`config.mk`:
```
export PLATFORM = sky130hd
export DESIGN_NAME = reg_sequencer
export DESIGN_NICKNAME = d
export VERILOG_FILES = /design/src/rtl/reg_sequencer.sv
export SDC_FILE = /design/constraint.sdc
export NUM_CORES = 1
export LEC_CHECK = 0
export CELL_PAD_IN_SITES_DETAIL_PLACEMENT = 2
export CELL_PAD_IN_SITES_GLOBAL_PLACEMENT = 2
export CORE_ASPECT_RATIO = 1.5
export CORE_MARGIN = 1
export CORE_UTILIZATION = 34
export DETAILED_ROUTE_END_ITERATION = 7
export PLACE_DENSITY_LB_ADDON = 0.1
export SLEW_MARGIN = 20
export SYNTH_ARGS = -nofsm -noshare
export SYNTH_HDL_FRONTEND = slang
export SYNTH_SLANG_ARGS = --single-unit
export TNS_END_PERCENT = 10
```
`constraint.sdc`:
```
create_clock -name clk -period 3.8 [get_ports clk]
set_clock_uncertainty 0.1 [all_clocks]
set_input_delay 0.76 -clock clk [delete_from_list [all_inputs] [get_ports clk]]
set_output_delay 0.76 -clock clk [all_outputs]
set_load 0.02 [all_outputs]
```
`src/rtl/reg_sequencer.sv`:
```
// Multi-cycle sequencer feeding a single-port register file; splits each instruction into read/write cycles.
// Optional SEQ_ILLEGAL_HALT_EN: an undefined opcode halts the sequencer instead of being skipped.
module reg_sequencer #(
  parameter int DATA_WIDTH = 8,
  parameter int ADDR_WIDTH = 3
) (
  input  logic                    clk,
  input  logic                    rst,
  input  logic                    instr_valid,
  input  logic [DATA_WIDTH+7:0]   instr,
  output logic                    instr_ready,
  output logic                    reg_we,
  output logic [ADDR_WIDTH-1:0]   reg_addr,
  output logic [DATA_WIDTH-1:0]   reg_wdata,
  input  logic [DATA_WIDTH-1:0]   reg_rdata,
  output logic                    out_valid,
  output logic [DATA_WIDTH-1:0]   out_data,
  input  logic                    out_ready,
  output logic                    flag_z,
  output logic                    flag_c,
  output logic                    illegal,
  output logic                    halted
);

  localparam logic [3:0] OP_NOP  = 4'h0;
  localparam logic [3:0] OP_LDI  = 4'h1;
  localparam logic [3:0] OP_MOV  = 4'h2;
  localparam logic [3:0] OP_ADD  = 4'h3;
  localparam logic [3:0] OP_SUB  = 4'h4;
  localparam logic [3:0] OP_AND  = 4'h5;
  localparam logic [3:0] OP_OR   = 4'h6;
  localparam logic [3:0] OP_XOR  = 4'h7;
  localparam logic [3:0] OP_OUT  = 4'h8;
  localparam logic [3:0] OP_HALT = 4'hF;

  typedef enum logic [2:0] {
    S_FETCH,
    S_RD_S,
    S_RD_D,
    S_WB,
    S_OUT,
    S_HALT
  } state_t;

  state_t state, state_next;

  logic [3:0]            ir_op;
  logic [ADDR_WIDTH-1:0] ir_rd;
  logic [DATA_WIDTH-1:0] ir_imm;
  logic [ADDR_WIDTH-1:0] ir_rs;
  logic [DATA_WIDTH-1:0] op_a, op_b;

  logic [3:0]            in_op;
  logic                  in_illegal;
  logic                  accept;

  logic [DATA_WIDTH-1:0] alu_res;
  logic [DATA_WIDTH:0]   alu_wide;
  logic                  alu_c;
  logic                  alu_flags;

  // Bits between the rd field and the opcode carry no meaning.
  logic unused_bits;
  assign unused_bits = ^instr[DATA_WIDTH+3:DATA_WIDTH+ADDR_WIDTH];

  assign in_op      = instr[DATA_WIDTH+7:DATA_WIDTH+4];
  assign in_illegal = (in_op >= 4'h9) && (in_op <= 4'hE);
  assign accept     = instr_valid && instr_ready;
  assign ir_rs      = ir_imm[ADDR_WIDTH-1:0];

  always_comb begin
    alu_res   = '0;
    alu_wide  = '0;
    alu_c     = 1'b0;
    alu_flags = 1'b0;
    case (ir_op)
      OP_LDI: alu_res = ir_imm;
      OP_MOV: alu_res = op_a;
      OP_ADD: begin
        alu_wide  = {1'b0, op_b} + {1'b0, op_a};
        alu_res   = alu_wide[DATA_WIDTH-1:0];
        alu_c     = alu_wide[DATA_WIDTH];
        alu_flags = 1'b1;
      end
      OP_SUB: begin
        // Top bit of the widened difference is the borrow (opA > opB).
        alu_wide  = {1'b0, op_b} - {1'b0, op_a};
        alu_res   = alu_wide[DATA_WIDTH-1:0];
        alu_c     = alu_wide[DATA_WIDTH];
        alu_flags = 1'b1;
      end
      OP_AND: begin
        alu_res   = op_b & op_a;
        alu_flags = 1'b1;
      end
      OP_OR: begin
        alu_res   = op_b | op_a;
        alu_flags = 1'b1;
      end
      OP_XOR: begin
        alu_res   = op_b ^ op_a;
        alu_flags = 1'b1;
      end
      default: ;
    endcase
  end

  always_comb begin
    state_next  = state;
    instr_ready = 1'b0;
    reg_we      = 1'b0;
    reg_addr    = '0;
    reg_wdata   = '0;
    out_valid   = 1'b0;
    out_data    = '0;
    halted      = 1'b0;
    case (state)
      S_FETCH: begin
        // Held low while reset is asserted so nothing is accepted mid-reset.
        instr_ready = ~rst;
        if (accept) begin
          case (in_op)
            OP_NOP:  state_next = S_FETCH;
            OP_LDI:  state_next = S_WB;
            OP_MOV, OP_ADD, OP_SUB, OP_AND, OP_OR, OP_XOR:
                     state_next = S_RD_S;
            OP_OUT:  state_next = S_RD_D;
            OP_HALT: state_next = S_HALT;
            default: begin
`ifdef SEQ_ILLEGAL_HALT_EN
              state_next = S_HALT;
`else
              state_next = S_FETCH;
`endif
            end
          endcase
        end
      end
      S_RD_S: begin
        reg_addr   = ir_rs;
        state_next = (ir_op == OP_MOV) ? S_WB : S_RD_D;
      end
      S_RD_D: begin
        reg_addr   = ir_rd;
        state_next = (ir_op == OP_OUT) ? S_OUT : S_WB;
      end
      S_WB: begin
        reg_addr   = ir_rd;
        reg_we     = 1'b1;
        reg_wdata  = alu_res;
        state_next = S_FETCH;
      end
      S_OUT: begin
        out_valid = 1'b1;
        out_data  = op_b;
        if (out_ready) state_next = S_FETCH;
      end
      S_HALT: halted = 1'b1;
      default: state_next = S_FETCH;
    endcase
  end

  always_ff @(posedge clk or posedge rst) begin
    if (rst) begin
      state   <= S_FETCH;
      ir_op   <= '0;
      ir_rd   <= '0;
      ir_imm  <= '0;
      op_a    <= '0;
      op_b    <= '0;
      flag_z  <= 1'b0;
      flag_c  <= 1'b0;
      illegal <= 1'b0;
    end else begin
      state   <= state_next;
      illegal <= accept && in_illegal;
      if (accept) begin
        ir_op  <= in_op;
        ir_rd  <= instr[DATA_WIDTH+ADDR_WIDTH-1:DATA_WIDTH];
        ir_imm <= instr[DATA_WIDTH-1:0];
      end
      if (state == S_RD_S) op_a <= reg_rdata;
      if (state == S_RD_D) op_b <= reg_rdata;
      // LDI and MOV write back without disturbing the flags.
      if (state == S_WB && alu_flags) begin
        flag_z <= (alu_res == '0);
        flag_c <= alu_c;
      end
    end
  end

endmodule

```
==> summary.md <==
| Metric | Value |
|---|---|
| Status | `completed` |
| CP max stage delay | `0.39 ns` |
| I/O Buffers | `between 50 and 60` |
| Busiest layer in global routing | `met2` |
| Hold_buf cts | `0` |
| Antenna diodes | `0` |
| CTS sink count | `37` |
| Fmax | `266 MHz` |
| Grt met3 use | `3.18%` |
| Async SR Flop Fraction | `100%` |
| Largest net degree at the start of global routing | `21` |
| Fillers | `995` |
| Minimum clock period | `3.75 ns` |
| H-tree depth | `2` |
| Synth Area per Inst | `between 8 and 9 µm²` |
| Slowest-stage cell, CP | `dfrtp_1` |
| DRC errors left | `0` |
| Syn nets | `412` |
| Seq/Total Area, Yosys | `30.6%` |
| Final Hold Violating Endpoints | `0` |
| CTS buffer count | `5` |
| Pins Over Slew Limit | `0` |
| Cell repeated most along the worst path | `o311ai_1` |
| Maxcap violations | `0` |
| Met1 GRT Util | `27.3%` |
| Setup bufs post-CTS | `0` |
| First-pass iteration count of the detailed router | `4` |
| Routability cong. | `0.842` |
| Fin crit share | `98.8%` |
| WHS Path Cells | `1` |
| Post-route insts no fill | `about 520` |
| Crit path cell chain | `inv_1 -> ha_1 -> nor2_1 -> o311ai_1 -> buf_4 -> nand2_1 -> o31ai_2 -> mux2i_1 -> o311ai_1 -> and2_1 -> dlygate4sd2_1` |
| CP Class | `reg -> out` |
| Via Count | `around 2.9k` |
| Library cells used by synthesis | `56` |
| Initial Utilization | `35.6%` |
| Post-Place Cells | `511` |
| Worst slew pin tran | `around 0.86 ns` |
| Row cnt | `41` |
| Critical Path RT | `approximately 2.9 ns` |
| Iter 0 DRT Violations | `86` |
| Synth Register Bits | `37` |
| Final Setup Violations | `0` |
| Layout net count | `465` |
| Mapped Cells | `358` |
| Initial antenna violation count | `0` |
| Avg WL per Cell | `19.2 µm` |
| Total congestion overflow | `0` |
| Die Ht | `between 100 and 150 µm` |
| Slew margin rel. | `42.6%` |
| Clk slew on worst S/H paths | `approximately 0.060 ns` |
| Synthesis-to-finish area growth | `27.7%` |
| Crit path max fanout | `4` |
| Primary FF master, synth | `dfrtp_1` |
| CP endpoint kind | `primary output` |
| Cell Pwr Density | `936 mW/mm²` |
| Netlist Area Pre-Place | `0.00303 mm²` |
| Worst skew pair latency | `0.29 ns` |
| Cell depth of the worst flop-to-flop path | `11` |
| Antenna viol nets, final | `0` |
| Unrepaired setup endpoints after global routing | `yes` |
| YS warnings | `0` |
| Core region area | `0.00852 mm²` |
| Final hold slack | `0.390 ns` |
| Vias in the first global route | `3200` |
| CTS tree | `built` |
| Max VDD drop | `0.000362 V` |
| Clock Path Buffers | `2` |
| Clock Root Buffer | `clkbuf_16` |
| Total Routed Length | `9960 µm` |
| Crit path DAT | `between 2 and 3 ns` |
| Share of cells above drive strength 1 | `between 10 and 15%` |
| Post-synth EDFFs | `0` |
| Crit path launch type | `flop` |
| DR vias/cell | `5.56` |
| Leakage | `0.00169 µW` |
| First-pass GRT wire length | `16700 µm` |
| M2 GR Usage | `42.3%` |
| Die X | `79.1 µm` |
| IO Count | `54` |
| Die ar. | `0.00930 mm²` |
| Detailed Place HPWL | `7740 µm` |
| Total Routing Usage GR | `23.2%` |
| Worst hold path type | `reg -> reg` |
| PostCTS Resize Cnt | `5` |
-- cells in the mapped netlist (4+ instances only) --
library cell  instances  share of area, %
mux2i_1              11               3.6
a22oi_1               4              0.99
and2_1                8               1.7
nor2b_1               5               1.0
o21ai_0              22               3.6
a31oi_1               5               1.0
nand2_1              35               4.3
o31ai_1               4              0.99
nor3_1               14               2.3
inv_1                23               2.8
nand3_1               4              0.66
buf_2                 6              0.99
dfrtp_1              37                31
clkbuf_1              8              0.99
mux2_1                9               3.3
a21oi_1              22               3.6
nand2b_1              6               1.2
nor2_1               41               5.1
ha_1                 24               9.9
mux2_2                7               2.6
o21ai_1               5              0.83
-- stage by stage --
step	worst slack (ns)	power [µW]	instance area, µm²	TNS (ns)	utilization (%)
detailed placement	0.0541	3080	3680	0	43.2
global placement	0.144	3000	3680	0	43.2
finish	0.0472	3620	3870	0	45.4
CTS	0.0141	3650	3860	0	45.4
global route	-0.161	3900	3870	-0.161	45.4
floorplan	0.819	2330	3030	0	-
-- layout by cell type, fill, tap and decap left out, types with 3 or more instances in the layout --
cell,n
clkdlybuf4s50_1,48
nor2_1,41
dfrtp_1,37
nand2_1,35
ha_1,24
inv_1,23
a21oi_1,22
o21ai_0,22
nor3_1,13
buf_4,13
mux2i_1,11
mux2_1,9
and2_1,8
mux2_2,7
nand2b_1,6
nor2b_1,5
o21ai_1,5
a31oi_1,5
clkbuf_16,5
nand3_1,4
a22oi_1,4
inv_2,3
a21o_1,3
o2111ai_1,3
a211oi_1,3
o311ai_1,3
o21bai_1,3
o31ai_1,3
-- final timing paths --
| path | startpoint | end | slack, ns |
|---|---|---|---|
| worst max register to register | op_b[0] | flag_z | 1.05 |
| max in group asynchronous | rst | ir_op[1] | 1.99 |
| worst min register to register | ir_imm[4] | ir_imm[4] | 0.39 |
| worst min-delay path | ir_imm[4] | ir_imm[4] | 0.39 |
| worst max-delay path | op_a[1] | reg_wdata[7] | 0.05 |
| min in group asynchronous | rst | op_a[7] | 0.93 |
-- state kept, by name, indices dropped and copies added, names as in the netlist --
register,count
flag_c,1
flag_z,1
illegal,1
ir_imm,8
ir_op,4
ir_rd,3
op_a,8
op_b,8
state,3
-- area by class of cell --
class	count	area (µm²)	area share, %
well taps	107	134	3.46
flip-flops and latches	37	926	23.9
clock buffers	6	139	3.59
inverters	26	97.6	2.52
repair buffers	65	613	15.8
clock inverters	2	37.5	0.970
multi-input cells	276	1920	49.7
-- report_power, final --
part           internal (µW)  switching (µW)  leakage, µW
Clock                    328             178    0.0000831
Combinational            945            1330      0.00115
Sequential               582             258     0.000453
-- layer usage --
metal,vias to the layer above,part of all wire [%]
li1,1357,-
met1,1459,42
met2,56,54
met3,14,2.4
met4,0,1.9
met5,-,0
-- worst max-delay path: cells and delay by family (launching register included) --
family	cells	cell delay [ns]
and+or+nand+nor	3	0.36
muxes	1	0.25
DFF	1	0.39
AOI/OAI and AO/OA	3	0.67
buffers and inverters	3	0.60
adders and majority gates	1	0.33
-- logic make-up after synthesis --
family          after synthesis  share of synthesized area [%]
compound gates               92                           19.5
xor+xnor                      3                          0.868
fa+ha+maj                    26                           11.2
buf+inv                      45                           6.82
simple gates                128                           21.4
flops                        37                           30.6
mux                          27                           9.58
Power figures use the tool's default switching activity.
